**src/rtl/id_pkg.sv**
```systemverilog
// Shared decode definitions for the ID stage: opcodes, EXE command and branch encodings, ID/EX control bundle.
package id_pkg;

    localparam logic [5:0] OP_ADD  = 6'd1;
    localparam logic [5:0] OP_SUB  = 6'd3;
    localparam logic [5:0] OP_AND  = 6'd5;
    localparam logic [5:0] OP_OR   = 6'd6;
    localparam logic [5:0] OP_NOR  = 6'd7;
    localparam logic [5:0] OP_XOR  = 6'd8;
    localparam logic [5:0] OP_SLA  = 6'd9;
    localparam logic [5:0] OP_SLL  = 6'd10;
    localparam logic [5:0] OP_SRA  = 6'd11;
    localparam logic [5:0] OP_SRL  = 6'd12;
    localparam logic [5:0] OP_ADDI = 6'd32;
    localparam logic [5:0] OP_SUBI = 6'd33;
    localparam logic [5:0] OP_LD   = 6'd36;
    localparam logic [5:0] OP_ST   = 6'd37;
    localparam logic [5:0] OP_BEZ  = 6'd40;
    localparam logic [5:0] OP_BNE  = 6'd41;
    localparam logic [5:0] OP_JMP  = 6'd42;

    typedef enum logic [3:0] {
        EXE_NOP = 4'd0,
        EXE_ADD = 4'd1,
        EXE_SUB = 4'd2,
        EXE_AND = 4'd3,
        EXE_OR  = 4'd4,
        EXE_NOR = 4'd5,
        EXE_XOR = 4'd6,
        EXE_SLA = 4'd7,
        EXE_SLL = 4'd8,
        EXE_SRA = 4'd9,
        EXE_SRL = 4'd10
    } exe_cmd_e;

    typedef enum logic [1:0] {
        BR_NONE = 2'd0,
        BR_BEZ  = 2'd1,
        BR_BNE  = 2'd2,
        BR_JMP  = 2'd3
    } br_type_e;

    // Control half of the ID/EX bundle; the data fields are sized by the stage parameters.
    typedef struct packed {
        logic       valid;
        logic [3:0] cmd;
        logic [1:0] br_type;
        logic       mem_r_en;
        logic       mem_w_en;
        logic       wb_en;
    } id_ex_ctrl_t;

endpackage

```
**src/rtl/id_stage_pipe_decoder.sv**
```systemverilog
// id_decoder: purely combinational control unit mapping the 6-bit opcode to EXE controls.
module id_decoder
    import id_pkg::*;
(
    input  logic [5:0] opcode_i,
    output logic [3:0] exe_cmd_o,
    output logic [1:0] br_type_o,
    output logic       wb_en_o,
    output logic       mem_r_en_o,
    output logic       mem_w_en_o,
    output logic       is_imm_o,
    output logic       uses_src2_o
);

    always_comb begin
        exe_cmd_o   = EXE_NOP;
        br_type_o   = BR_NONE;
        wb_en_o     = 1'b0;
        mem_r_en_o  = 1'b0;
        mem_w_en_o  = 1'b0;
        is_imm_o    = 1'b0;
        uses_src2_o = 1'b0;
        case (opcode_i)
            OP_ADD:  begin exe_cmd_o = EXE_ADD; wb_en_o = 1'b1; uses_src2_o = 1'b1; end
            OP_SUB:  begin exe_cmd_o = EXE_SUB; wb_en_o = 1'b1; uses_src2_o = 1'b1; end
            OP_AND:  begin exe_cmd_o = EXE_AND; wb_en_o = 1'b1; uses_src2_o = 1'b1; end
            OP_OR:   begin exe_cmd_o = EXE_OR;  wb_en_o = 1'b1; uses_src2_o = 1'b1; end
            OP_NOR:  begin exe_cmd_o = EXE_NOR; wb_en_o = 1'b1; uses_src2_o = 1'b1; end
            OP_XOR:  begin exe_cmd_o = EXE_XOR; wb_en_o = 1'b1; uses_src2_o = 1'b1; end
            OP_SLA:  begin exe_cmd_o = EXE_SLA; wb_en_o = 1'b1; uses_src2_o = 1'b1; end
            OP_SLL:  begin exe_cmd_o = EXE_SLL; wb_en_o = 1'b1; uses_src2_o = 1'b1; end
            OP_SRA:  begin exe_cmd_o = EXE_SRA; wb_en_o = 1'b1; uses_src2_o = 1'b1; end
            OP_SRL:  begin exe_cmd_o = EXE_SRL; wb_en_o = 1'b1; uses_src2_o = 1'b1; end
            OP_ADDI: begin exe_cmd_o = EXE_ADD; wb_en_o = 1'b1; is_imm_o = 1'b1; end
            OP_SUBI: begin exe_cmd_o = EXE_SUB; wb_en_o = 1'b1; is_imm_o = 1'b1; end
            OP_LD:   begin exe_cmd_o = EXE_ADD; wb_en_o = 1'b1; mem_r_en_o = 1'b1; is_imm_o = 1'b1; end
            // Store address is base + imm; rt carries the store data, so it is a real source.
            OP_ST:   begin exe_cmd_o = EXE_ADD; mem_w_en_o = 1'b1; is_imm_o = 1'b1; uses_src2_o = 1'b1; end
            OP_BEZ:  begin br_type_o = BR_BEZ; is_imm_o = 1'b1; end
            OP_BNE:  begin br_type_o = BR_BNE; is_imm_o = 1'b1; uses_src2_o = 1'b1; end
            OP_JMP:  begin br_type_o = BR_JMP; is_imm_o = 1'b1; end
            default: ;
        endcase
    end

endmodule

```
**src/rtl/id_stage_pipe.sv**
```systemverilog
// Decode stage with ID/EX register, load-use bubble insertion, flush/stall control and bubble counter.
// Optional build macro ID_WB_BYPASS_EN forwards the write-back port into Val1/Reg2.
module id_stage_pipe
    import id_pkg::*;
#(
    parameter int DATA_W   = 32,
    parameter int REG_AW   = 5,
    parameter int BR_SHIFT = 2,
    parameter int CNT_W    = 16
) (
    input  logic              clk,
    input  logic              rst,
    input  logic              in_valid,
    input  logic [31:0]       instruction,
    input  logic [DATA_W-1:0] pc_in,
    input  logic [DATA_W-1:0] reg1,
    input  logic [DATA_W-1:0] reg2,
    input  logic [REG_AW-1:0] ex_dst,
    input  logic              ex_mem_r_en,
    input  logic              flush,
    input  logic              ex_stall,
    input  logic              wb_en_in,
    input  logic [REG_AW-1:0] wb_dst,
    input  logic [DATA_W-1:0] wb_value,
    output logic [REG_AW-1:0] src1,
    output logic [REG_AW-1:0] src2,
    output logic              stall_out,
    output logic              ex_valid,
    output logic [DATA_W-1:0] ex_pc,
    output logic [DATA_W-1:0] ex_val1,
    output logic [DATA_W-1:0] ex_val2,
    output logic [DATA_W-1:0] ex_reg2,
    output logic [REG_AW-1:0] ex_dst_o,
    output logic [3:0]        ex_cmd,
    output logic [1:0]        ex_br_type,
    output logic              ex_mem_r_en_o,
    output logic              ex_mem_w_en,
    output logic              ex_wb_en,
    output logic [CNT_W-1:0]  bubble_count
);

    logic [3:0]        dec_cmd;
    logic [1:0]        dec_br_type;
    logic              dec_wb_en;
    logic              dec_mem_r_en;
    logic              dec_mem_w_en;
    logic              dec_is_imm;
    logic              dec_uses_src2;

    logic [REG_AW-1:0] dst_dec;
    logic [DATA_W-1:0] imm_ext;
    logic [DATA_W-1:0] val1_src;
    logic [DATA_W-1:0] reg2_src;
    logic [DATA_W-1:0] val2_dec;
    logic              hazard;

    id_ex_ctrl_t       ctrl_q, ctrl_d;
    logic [DATA_W-1:0] pc_q, pc_d;
    logic [DATA_W-1:0] val1_q, val1_d;
    logic [DATA_W-1:0] val2_q, val2_d;
    logic [DATA_W-1:0] reg2_q, reg2_d;
    logic [REG_AW-1:0] dst_q, dst_d;
    logic [CNT_W-1:0]  cnt_q, cnt_d;

    id_decoder u_dec (
        .opcode_i    (instruction[31:26]),
        .exe_cmd_o   (dec_cmd),
        .br_type_o   (dec_br_type),
        .wb_en_o     (dec_wb_en),
        .mem_r_en_o  (dec_mem_r_en),
        .mem_w_en_o  (dec_mem_w_en),
        .is_imm_o    (dec_is_imm),
        .uses_src2_o (dec_uses_src2)
    );

    assign src1    = REG_AW'(instruction[25:21]);
    assign src2    = REG_AW'(instruction[20:16]);
    assign dst_dec = dec_is_imm ? REG_AW'(instruction[20:16]) : REG_AW'(instruction[15:11]);
    assign imm_ext = DATA_W'($signed(instruction[15:0]));

`ifdef ID_WB_BYPASS_EN
    logic wb_hit;
    assign wb_hit   = wb_en_in && (wb_dst != '0);
    assign val1_src = (wb_hit && (wb_dst == src1)) ? wb_value : reg1;
    assign reg2_src = (wb_hit && (wb_dst == src2)) ? wb_value : reg2;
`else
    logic unused_wb;
    assign unused_wb = ^{wb_en_in, wb_dst, wb_value};
    assign val1_src  = reg1;
    assign reg2_src  = reg2;
`endif

    always_comb begin
        val2_dec = reg2_src;
        if (dec_is_imm) begin
            if (dec_br_type != BR_NONE) val2_dec = imm_ext << BR_SHIFT;
            else                        val2_dec = imm_ext;
        end
    end

    assign hazard = in_valid && ex_mem_r_en && (ex_dst != '0) &&
                    ((ex_dst == src1) || (dec_uses_src2 && (ex_dst == src2)));

    assign stall_out = !flush && (ex_stall || hazard);

    // Bubbles clear control and dst only; data fields keep their last value since nothing consumes them.
    always_comb begin
        ctrl_d = ctrl_q;
        pc_d   = pc_q;
        val1_d = val1_q;
        val2_d = val2_q;
        reg2_d = reg2_q;
        dst_d  = dst_q;
        cnt_d  = cnt_q;
        if (flush) begin
            ctrl_d = '0;
            dst_d  = '0;
        end else if (!ex_stall) begin
            if (hazard) begin
                ctrl_d = '0;
                dst_d  = '0;
                if (cnt_q != '1) cnt_d = cnt_q + CNT_W'(1);
            end else begin
                ctrl_d.valid    = in_valid;
                ctrl_d.cmd      = dec_cmd;
                ctrl_d.br_type  = in_valid ? dec_br_type : BR_NONE;
                ctrl_d.mem_r_en = in_valid && dec_mem_r_en;
                ctrl_d.mem_w_en = in_valid && dec_mem_w_en;
                ctrl_d.wb_en    = in_valid && dec_wb_en;
                pc_d            = pc_in;
                val1_d          = val1_src;
                val2_d          = val2_dec;
                reg2_d          = reg2_src;
                dst_d           = in_valid ? dst_dec : '0;
            end
        end
    end

    always_ff @(posedge clk or posedge rst) begin
        if (rst) begin
            ctrl_q <= '0;
            pc_q   <= '0;
            val1_q <= '0;
            val2_q <= '0;
            reg2_q <= '0;
            dst_q  <= '0;
            cnt_q  <= '0;
        end else begin
            ctrl_q <= ctrl_d;
            pc_q   <= pc_d;
            val1_q <= val1_d;
            val2_q <= val2_d;
            reg2_q <= reg2_d;
            dst_q  <= dst_d;
            cnt_q  <= cnt_d;
        end
    end

    assign ex_valid      = ctrl_q.valid;
    assign ex_cmd        = ctrl_q.cmd;
    assign ex_br_type    = ctrl_q.br_type;
    assign ex_mem_r_en_o = ctrl_q.mem_r_en;
    assign ex_mem_w_en   = ctrl_q.mem_w_en;
    assign ex_wb_en      = ctrl_q.wb_en;
    assign ex_pc         = pc_q;
    assign ex_val1       = val1_q;
    assign ex_val2       = val2_q;
    assign ex_reg2       = reg2_q;
    assign ex_dst_o      = dst_q;
    assign bubble_count  = cnt_q;

endmodule

```
**config.mk**
```make
export PLATFORM = sky130hd
export DESIGN_NAME = id_stage_pipe
export DESIGN_NICKNAME = d
export VERILOG_FILES = /design/src/rtl/id_pkg.sv /design/src/rtl/id_stage_pipe_decoder.sv /design/src/rtl/id_stage_pipe.sv
export SDC_FILE = /design/constraint.sdc
export NUM_CORES = 1
export LEC_CHECK = 0
export ABC_CLOCK_PERIOD_IN_PS = 5600
export CAP_MARGIN = 20
export CORE_AREA = 3 3 136 151
export CTS_BUF_LIST = sky130_fd_sc_hd__clkbuf_4
export CTS_CLUSTER_DIAMETER = 60
export DETAILED_ROUTE_END_ITERATION = 8
export DIE_AREA = 0 0 139 154
export PLACE_DENSITY = 0.87
export SYNTH_ARGS = -nofsm -noshare
export SYNTH_HDL_FRONTEND = slang
export SYNTH_SLANG_ARGS = --single-unit
```
**constraint.sdc**
```tcl
create_clock -name clk -period 5.6 [get_ports clk]
set_input_delay 1.12 -clock clk [delete_from_list [all_inputs] [get_ports clk]]
set_output_delay 1.12 -clock clk [all_outputs]
set_load 0.05 [all_outputs]
```
Word level (Yosys, flattened, before mapping). Cells that the tools add are included. W data, S select, Z words.

Add/subtract/negate cells: 1. Bitwise operators: 3. Multiplexer cells: 18. Shifts and indexed selects: 0. Div/mod/pow operators: 0. Reductions and logical operators: 20. Eq/ne operators: 21. Order comparisons: 0. Multiply operators: 0.

Operators with widths (number): $eq A6 B6 Y1 const B (7); $pmux W4 S10 (1); $mux W32 (1); $eq A6 B4 Y1 const B (5); $mux W10 (3); $mux W5 (5); $eq A6 B3 Y1 const B (3); $mux W17 (1); $add A16 B1 Y16 const B (1); $ne A16 B16 Y1 const B (1); $reduce_or A13 Y1 (1); $reduce_or A12 Y1 (1); $eq A5 B5 Y1 (2); $logic_and A1 B1 Y1 (8); $reduce_or A7 Y1 (1); $eq A6 B1 Y1 const B (1); $eq A6 B2 Y1 const B (1); $pmux W2 S3 (1); $mux W1 (5); $reduce_bool A5 Y1 (1); $reduce_and A4 Y1 (1); $reduce_or A4 Y1 (1); $not A1 Y1 (3); $reduce_and A3 Y1 (1); 6 further kinds (7).

Latch bits: 0. Output and inout bits: 170. Memories kept: 0. Bits in read-only memories: 0. Word-level logic and storage cells: 75. Bits of input ports: 177. RAM bits: 0. Bits in registers: 159.

Depth between registers and ports, before layout. Gate-level depths: netlist (run 1).

Word-level depth: 9. Depth in mapped cells: 9. Gate-level depth less buffers: 7.

Cells and area by module. Synthesis (run 1) repeated with hierarchy kept, for this count alone.

Cells, all modules: 566. Area total of the unflattened synthesis: 7653.6 sq um.

Modules (own cells, without submodules): id_stage_pipe (cells each 514, area each 7322.0 sq um, sequential area each 3978.8 sq um, times used 1); id_decoder (cells each 52, area each 331.6 sq um, sequential area each 0.0 sq um, times used 1).

Worst setup path after synthesis (run 1). No wires, ideal clock.

Kind: input -> output. Start point: input instruction[27]. End point: output stall_out. Data required time: 4.480 ns. Arrival: 2.330 ns. Path buffers: 1. Stages on the path: 7. Slack: 2.150 ns. Cell sequence: buf_2 > nand2b_1 > a21boi_1 > o32a_1 > a21oi_1 > nor2_1 > o21ba_2.

Word-level cells in the longest chain between the ends: 8. Elaborated cells between the ends (all ways): 19. Those cells by class: eq/ne (12); mux (1); reduce/logical (6).

RTL lines: from (decl) (RTL line id_stage_pipe.sv:14) `input logic [31:0] instruction,`; $eq A6 B1 Y1 (tied with other cells) (RTL line id_stage_pipe_decoder.sv:23) `case (opcode_i)`; $reduce_or A12 Y1 (no line) (*); $mux W1 (*) (RTL line id_stage_pipe_decoder.sv:23); $logic_and A1 B1 Y1 (*) (RTL line id_stage_pipe.sv:102) `((ex_dst == src1) || (dec_uses_src2 && (ex_dst == src2)));`; $logic_or A1 B1 Y1 (*) (RTL line id_stage_pipe.sv:102); $logic_and A1 B1 Y1 (*) (RTL line id_stage_pipe.sv:101) `assign hazard = in_valid && ex_mem_r_en && (ex_dst != '0) &&`; $logic_or A1 B1 Y1 (*) (RTL line id_stage_pipe.sv:104) `assign stall_out = !flush && (ex_stall || hazard);`; $logic_and A1 B1 Y1 (*) (RTL line id_stage_pipe.sv:104); to (decl) (RTL line id_stage_pipe.sv:27) `output logic stall_out,`.

Mark *: on every way between the ends. The rest lies on a longest branch, timed or not.

Final worst setup path (run 1).
Start point: input instruction[31]. End point: output stall_out.

The elaborated chain is that of the path after synthesis.

==> impl_metrics.toml, run 1 <==
[synth]
synth_seq_area_share = 0.554
synth-main-ff-cell = "dfrtp_1"
syn_area_per_cell_sq_um = 12.5
yosysTopAreaCellShare = 0.554
synth.top_cells.by_area = "dfrtp_1 (55%), mux2_2 (12%), mux2_1 (6.3%)"
netlist_instances = 576
syn_nets = 754
ys_types = 45
synth-async-reset-ratio = 1.00
synth_edf_count = 0
synth_top_area_cell = "dfrtp_1"
netlist_area_sq_um = 7190
ys_seq_elements = 159
synth_warnings = 0

[clocking]
ctsHoldBuffers = 0
cts_tree = "yes"
cts_setup_buffers = 0
cts-buffers-inserted = 17
clock_path_buffers = 2
clk_pin_slew_ns = 0.14
cts_root_buf = "clkbuf_4"
htree_num_levels = 4
clk_latency_ns = 0.51
cts_resized = 0
cts.sinks = 159

[drt]
vias = 5591
top_layer_used = "met4"
drt_iter0_drc = 348
met3_length_um = 1840
route.detailed.drc = 0
wl_um = 19900
ant_nets = 0
m1WireLength_um = 7810
dr_wl_met2_um = 9910
viasPerCell = 4.91
wl_per_cell_um = 17.5
first_pass_iters = 4

[worst_hold_path]
holdPathStages = 2
hold_end = "ex_dst_o[4]$_DFFE_PP0P_"
hp-class = "flip-flop to flip-flop"
min-delay-start = "ex_dst_o[4]$_DFFE_PP0P_"

[grt]
grt_pass1_wl_um = 32000
grt_max_degree = 87
grt_overflow = 0
antenna_found_initial = 1
gr-usage-all-layers = 0.186
grt_pass1_vias = 5984

[pwr]
leakagePower_nw = 4.56
pwr-share-comb = 0.383
switching_power_mw = 1.34
power_frac_clock = 0.207
p_seq_frac = 0.410
power.density_nw_per_um2 = 312
irDropWorstVdd_uv = 203
p_sw_frac = 0.400
design_power_total_mw = 3.36
internal_power_mw = 2.02

[floorplanning]
start_util = 0.376
core-area_sq_um = 19100
io_pins = 347
rows = 53
die_w_um = 139
die_h_um = 154
die_area_sq_um = 21400

[critical_path]
regToRegSetupSlack_ns = 3.47
critPathLaunchType = "input pin"
critPathMaxFanout = 14
r2r_end = "bubble_count[8]$_DFFE_PP0P_"
reg2regPathDepth = 7
arrival_ns = 3.72
critPathRequiredTime_ns = 4.48
critical_path_class = "input pin to primary output"
r2r_start = "bubble_count[0]$_DFFE_PP0P_"
cp-end-kind = "primary output"

[timing]
rsz0062_at_grt = "false"
fmax_mhz = 207
period_needed_ns = 4.84
drv_slew = 0
fin_tns_setup_ns = 0
worst_slew_pin_slew_ns = 0.974
finalCritPeriodShare = 0.864
slew_headroom = 0.349
setup-violations-final = 0
fin_skew_ns = 0.00610
hold_violations = 0

[layout]
final_util = 0.563
layout_common_cells = "clkdlybuf4s50_1 (308), dfrtp_1 (159), mux2_2 (76)"
syn_to_final_growth_pct = 49.6
final_common_cell = "clkdlybuf4s50_1"
stdcell_count = 1138
fin_area_sq_um = 10800
drive_gt1_frac = 0.146
finish.net_count = 1054

[outcome]
status = "finished, final reports clean"

[job]
max_cap_viol_count = 0

[placement]
placed_cells = 1103
hpwl_um = 15000
dpl_cell_area_sq_um = 10500
place.gp.congestion = 0.851
port-buffer-count = 308
## registers in the layout, summed over array words and instances, names as in the netlist
| register | count |
|---|---|
| ex_wb_en | 1 |
| ex_pc | 32 |
| ex_val1 | 32 |
| ex_br_type | 2 |
| ex_val2 | 32 |
| ex_valid | 1 |
| ex_cmd | 4 |
| ex_reg2 | 32 |
| ex_dst_o | 5 |
| bubble_count | 16 |
| ex_mem_r_en_o | 1 |
| ex_mem_w_en | 1 |
## Yosys cell counts (2+ instances only)
library cell and n:
mux2_1 40, o41ai_2 3, nand2b_1 4, nor2_1 21, a21oi_1 22, nor4_1 4
mux2i_1 39, inv_1 21, nor3_1 9, buf_6 6, buf_4 11, nand4_1 4
xor2_1 17, nand2_1 42, mux2_2 76, o31ai_1 7, nand3_1 10, o21ai_0 22
a31oi_1 3, clkbuf_1 8, buf_2 14, xnor2_1 9, and3_1 3, or3_1 2
dfrtp_1 159
## power groups by stage
stage | Sequential (mW) | Combinational, mW | Clock, mW
after CTS | 1.38 | 1.30 | 0.724
after global routing | 1.40 | 1.35 | 0.772
after global placement | 1.39 | 1.28 | 0
after detailed placement | 1.40 | 1.30 | 0
final | 1.38 | 1.29 | 0.694
after floorplan | 1.94 | 0.246 | 0
## worst max path at each step
stage / from / to / slack (ns) / cells after the start
3_5_place_dp: instruction[27] / stall_out / 0.82 / 9
6_report: instruction[31] / stall_out / 0.76 / 8
3_3_place_gp: instruction[31] / stall_out / 0.83 / 7
5_1_grt: instruction[28] / stall_out / 0.66 / 8
2_1_floorplan: rst / bubble_count[0]$_DFFE_PP0P_ / 0.19 / 1
4_1_cts: instruction[27] / stall_out / 0.80 / 9
## final cells by class
class	count	area, sq um
repair buffers	321	3210
inverters	21	83.8
diodes	2	5.00
clock buffers	17	128
fillers	1610	8340
well taps	247	309
multi-input cells	356	2890
flip-flops and latches	159	3980
clock inverters	15	155
## worst max-delay path, cell delays in order
cell	delay, ns
clkdlybuf4s50_1	0.78
mux2_2	0.26
nor2_1	0.04
o32a_1	0.20
a21oi_1	0.32
nor2_1	0.10
o21ba_2	0.21
clkdlybuf4s50_1	0.70
## cells by family (layout without fill, tap and decap cells)
family,after synthesis,after routing,synth area share
AO/OA/AOI/OAI,68,68,0.0614
adder cells (fa/ha/maj),2,2,0.00313
AND/OR/NAND/NOR,105,105,0.0679
buffers and inverters,61,374,0.0463
multiplexers,155,155,0.236
XOR/XNOR,26,26,0.0317
other,0,2,0
flip-flops,159,159,0.554
## through the flow
step	worst slack (ns)	hold slack, ns
2_1_floorplan	0.188	0.754
3_3_place_gp	0.835	0.459
3_5_place_dp	0.815	0.462
4_1_cts	0.805	0.501
5_1_grt	0.661	0.533
6_report	0.763	0.503
## per-layer routing
metal,global-route usage,vias up
li1,-,2616
met1,0.217,2720
met2,0.314,232
met3,0.0784,23
met4,0.0545,0
met5,0,-
(Power assumes the default switching activity.)
==> run 2: changes to the inputs <==
--- a/config.mk
+++ b/config.mk
@@ -7,12 +7,13 @@
 export LEC_CHECK = 0
 export ABC_CLOCK_PERIOD_IN_PS = 5600
 export CAP_MARGIN = 20
-export CORE_AREA = 3 3 136 151
+export CORE_AREA = 3 3 138 153
 export CTS_BUF_LIST = sky130_fd_sc_hd__clkbuf_4
 export CTS_CLUSTER_DIAMETER = 60
 export DETAILED_ROUTE_END_ITERATION = 8
-export DIE_AREA = 0 0 139 154
-export PLACE_DENSITY = 0.87
+export DIE_AREA = 0 0 141 156
+export PLACE_DENSITY = 0.88
 export SYNTH_ARGS = -nofsm -noshare
 export SYNTH_HDL_FRONTEND = slang
+export SYNTH_HIERARCHICAL = 1
 export SYNTH_SLANG_ARGS = --single-unit
==> impl_metrics.toml, run 2 <==
[pwr]
irDropWorstVdd_uv = 194
power.density_nw_per_um2 = 314
leakagePower_nw = 4.82
design_power_total_mw = 3.48

[synth]
synth_top_area_cell = "dfrtp_1"
synth_edf_count = 0
synth_warnings = 6
netlist_area_sq_um = 7650
synth_seq_area_share = 0.520
synth_most_common_cell = "dfrtp_1"
synth-async-reset-ratio = 1.00
syn_area_per_cell_sq_um = 13.5
ys_seq_elements = 159
synth.top_cells.by_area = "dfrtp_1 (52%), mux2_4 (20%), a21oi_1 (3.3%)"
netlist_instances = 566
synthTopCellsByCount = "dfrtp_1 (159), mux2_4 (100), a21oi_1 (51), nor2_1 (46)"
yosysTopAreaCellShare = 0.520
ys_types = 51
synth-main-ff-cell = "dfrtp_1"
syn_nets = 744

[grt]
grt_pass1_wl_um = 33500
grt_max_degree = 90
gr-usage-all-layers = 0.194
grt_pass1_vias = 5862
antenna_found_initial = 0
grt_overflow = 0

[drt]
first_pass_iters = 4
drt_iter0_drc = 258
viasPerCell = 4.97
route.detailed.drc = 0
wl_um = 21900
wl_per_cell_um = 19.5
vias = 5602
ant_nets = 0

[critical_path]
critPathRequiredTime_ns = 4.48
crit_top_cell = "clkdlybuf4s50_1"
arrival_ns = 3.78
cp-end-kind = "primary output"
critPathMaxFanout = 15
critPathLaunchType = "input pin"
crit_slowest_cell = "clkdlybuf4s50_1"
max_stage_delay_ns = 0.81
r2r_end = "bubble_count[1]$_DFFE_PP0P_"
regToRegSetupSlack_ns = 2.86
r2r_start = "bubble_count[0]$_DFFE_PP0P_"
startpoint = "instruction[27]"
reg2regPathDepth = 6
critical_path_class = "input pin to primary output"
path_cells = "clkdlybuf4s50_1, nor2b_1, o21ai_0, a31oi_1, nand2_1, o22ai_2, a21oi_1, nor2_1, clkdlybuf4s50_1"

[clocking]
cts.sinks = 159
ctsHoldBuffers = 0
cts-buffers-inserted = 17
clk_pin_slew_ns = 0.14
cts_tree = "yes"
cts_root_buf = "clkbuf_4"
htree_num_levels = 4
cts_setup_buffers = 0
clock_path_buffers = 2
clk_latency_ns = 0.53
cts_resized = 0

[timing]
drv_slew = 0
hold_violations = 0
worst_slew_pin_slew_ns = 1.06
rsz0062_at_grt = "false"
whs_ns = 0.494
period_needed_ns = 4.90
fmax_mhz = 204
setup_slack_ns = 0.696
slew_headroom = 0.290
fin_skew_ns = 0.0150
setup-violations-final = 0
finalCritPeriodShare = 0.876
fin_tns_setup_ns = 0

[floorplanning]
die_h_um = 156
start_util = 0.387
die_w_um = 141
die_area_sq_um = 22000
rows = 54
core-area_sq_um = 19800
io_pins = 347

[placement]
placed_cells = 1095
dpl_cell_area_sq_um = 10800
hpwl_um = 16500
place.gp.congestion = 0.883
post-place-ws_ns = 0.700
port-buffer-count = 308

[layout]
n_antenna_cell = 0
syn_to_final_growth_pct = 44.7
final_util = 0.559
final_common_cell = "clkdlybuf4s50_1"
finish.net_count = 1040
multi_input_area_sq_um = 3240
fillers = 1624
fin_area_sq_um = 11100
stdcell_count = 1127
register_area_sq_um = 3980
layout_common_cells = "clkdlybuf4s50_1 (308), dfrtp_1 (159), mux2_4 (100)"
drive_gt1_frac = 0.200

[job]
max_cap_viol_count = 0

[worst_hold_path]
min-delay-start = "ex_dst_o[2]$_DFFE_PP0P_"
holdPathStages = 2
hp-class = "flip-flop to flip-flop"
hold_end = "ex_dst_o[2]$_DFFE_PP0P_"

[outcome]
status = "finished, final reports clean"
[run 2: cell count changes after synthesis, sizes merged, moves of 4 or more]
cell,delta
mux2i,-18
nand2,-20
o31ai,-7
xor2,-5
o21ai,-15
a22o,+4
a21oi,+28
nor2,+25
inv,-17
a32o,+5
[run 2: layer usage]
metal	GRT usage	routed length, um	vias up
met3	0.0518	1470	28
met1	0.235	8880	2749
met2	0.339	11100	242
met5	0	0	-
li1	-	-	2583
met4	0.0572	455	0
[run 2: cell families after synthesis]
family                     Yosys count  share of synthesized area
AOI/OAI and AO/OA                   82                     0.0698
adders and majority gates            1                    0.00163
buffers and inverters               47                     0.0589
xor gates and xnor gates            24                     0.0275
and+or+nand+nor                    117                     0.0767
muxes                              136                      0.246
DFF                                159                      0.520
[run 2: how the worst max path moves through the flow]
stage | endpoint | slack [ns] | depth (start not counted)
floorplan | bubble_count[0]$_DFFE_PP0P_ | 0.19 | 1
global placement | stall_out | 0.71 | 9
detailed placement | stall_out | 0.70 | 9
CTS | stall_out | 0.70 | 9
global route | stall_out | 0.55 | 9
finish | stall_out | 0.70 | 9
[run 2: critical path, delay by kind of cell]
kind | cells | cell delay (ns)
AND/OR/NAND/NOR | 3 | 0.43
buffers and inverters | 2 | 1.61
AO/OA/AOI/OAI | 4 | 0.61
[run 2: layout make-up]
cell class / instances / share of cell area
Inverter: 5 / 0.00215
Tap cell: 252 / 0.0285
Timing Repair Buffer: 319 / 0.289
Multi-Input combinational cell: 360 / 0.293
Clock buffer: 18 / 0.0122
Sequential cell: 159 / 0.359
Clock inverter: 14 / 0.0158
[run 2: power breakdown]
part           leakage, nW  switching [mW]  internal (mW)
Combinational         2.74           0.805          0.551
Sequential            1.92          0.0885           1.30
Clock                0.161           0.453          0.288
==> run 3: changes to the inputs <==
--- a/config.mk
+++ b/config.mk
@@ -12,7 +12,9 @@
 export CTS_CLUSTER_DIAMETER = 60
 export DETAILED_ROUTE_END_ITERATION = 8
 export DIE_AREA = 0 0 141 156
+export GPL_TIMING_DRIVEN = 0
 export PLACE_DENSITY = 0.88
+export REMOVE_ABC_BUFFERS = 1
 export SYNTH_ARGS = -nofsm -noshare
 export SYNTH_HDL_FRONTEND = slang
 export SYNTH_HIERARCHICAL = 1
==> impl_metrics.toml, run 3 (synthesis results as in run 2) <==
[floorplanning]
die_area_sq_um = 22000
die_h_um = 156
rows = 54
start_util = 0.387
core-area_sq_um = 19800
io_pins = 347
die_w_um = 141

[layout]
stdcell_count = 1128
fin_area_sq_um = 11200
register_area_sq_um = 3980
fillers = 1626
drive_gt1_frac = 0.200
multi_input_area_sq_um = 3240
syn_to_final_growth_pct = 46.0
final_common_cell = "clkdlybuf4s50_1"
final_util = 0.564
layout_common_cells = "clkdlybuf4s50_1 (308), dfrtp_1 (159), mux2_4 (100)"
finish.net_count = 1040

[critical_path]
critPathMaxFanout = 12
arrival_ns = 4.01
critPathRequiredTime_ns = 4.48
critPathLaunchType = "input pin"
critical_path_class = "input pin to primary output"
cp-end-kind = "primary output"

[clocking]
clk_latency_ns = 0.53
cts-buffers-inserted = 17
clk_pin_slew_ns = 0.16
cts_root_buf = "clkbuf_4"
ctsHoldBuffers = 0
clock_path_buffers = 2
cts.sinks = 159
cts_tree = "yes"
htree_num_levels = 4
cts_setup_buffers = 0
cts_resized = 0

[outcome]
status = "finished, final reports clean"

[drt]
first_pass_iters = 4
vias = 5503
drt_iter0_drc = 132
ant_nets = 0
route.detailed.drc = 0
wl_um = 20300
wl_per_cell_um = 18.0
viasPerCell = 4.88

[pwr]
design_power_total_mw = 3.43
irDropWorstVdd_uv = 201
power.density_nw_per_um2 = 307
leakagePower_nw = 4.85

[placement]
placed_cells = 1095
port-buffer-count = 308
hpwl_um = 15400
post-place-ws_ns = 0.498
place.gp.congestion = 0.807
dpl_cell_area_sq_um = 10900

[grt]
grt_max_degree = 91
grt_pass1_vias = 5703
antenna_found_initial = 1
grt_overflow = 0
grt_pass1_wl_um = 31600
gr-usage-all-layers = 0.181

[worst_hold_path]
hp-class = "flip-flop to flip-flop"

[timing]
rsz0062_at_grt = "false"
slew_headroom = 0.349
worst_slew_pin_slew_ns = 0.977
fin_tns_setup_ns = 0
hold_violations = 0
whs_ns = 0.496
setup_slack_ns = 0.468
fin_skew_ns = 0.0266
drv_slew = 0
period_needed_ns = 5.13
fmax_mhz = 195
finalCritPeriodShare = 0.916
setup-violations-final = 0

[job]
max_cap_viol_count = 0
==> run 3: changes by cell type in the layout (fill, tap and decap cells not counted), sizes merged <==
cell	change
bufinv	-2
clkinv	+2
inv	+2
clkbuf	-1
clkinvlp	-1
diode	+1
==> run 3: final cells by class <==
cell class	instances	share of cell area
flip-flops and latches	159	0.356
repair buffers	319	0.297
multi-input cells	360	0.290
well taps	252	0.0282
clock inverters	15	0.0146
clock buffers	17	0.0114
inverters	5	0.00235
diodes	1	0.000224
==> run 3: worst paths after layout <==
| kind | from | end | slack, ns | cells past startpoint |
|---|---|---|---|---|
| min reg2reg | ex_dst_o[4]$_DFFE_PP0P_ | ex_dst_o[4]$_DFFE_PP0P_ | 0.50 | 2 |
| max in group asynchronous | rst | ex_reg2[15]$_DFFE_PP0P_ | 3.73 | 3 |
| max | instruction[28] | stall_out | 0.47 | 9 |
| min | ex_dst_o[4]$_DFFE_PP0P_ | ex_dst_o[4]$_DFFE_PP0P_ | 0.50 | 2 |
| max reg2reg | bubble_count[0]$_DFFE_PP0P_ | bubble_count[1]$_DFFE_PP0P_ | 3.12 | 6 |
| min in group asynchronous | rst | ex_pc[16]$_DFFE_PP0P_ | 1.00 | 2 |
==> run 3: per-layer routing <==
layer,share of wire,vias to the layer above,GRT usage,wire length [um]
met2,0.51,203,0.308,10300
li1,-,2571,-,-
met4,0.015,0,0.0535,299
met5,0,-,0,0
met3,0.060,21,0.0506,1210
met1,0.41,2708,0.224,8400
==> run 3: critical path, cell delays in order <==
cell	delay (ns)
clkdlybuf4s50_1	0.77
nor2b_1	0.28
o21ai_0	0.13
a31oi_1	0.31
nand2_1	0.10
o22ai_2	0.24
a21oi_1	0.15
nor2_1	0.10
clkdlybuf4s50_1	0.81
==> run 3: where the power goes <==
part           internal (mW)  switching, mW  leakage [nW]
combinational          0.559          0.800          2.78
clock                  0.206          0.488         0.154
sequential              1.30         0.0844          1.92
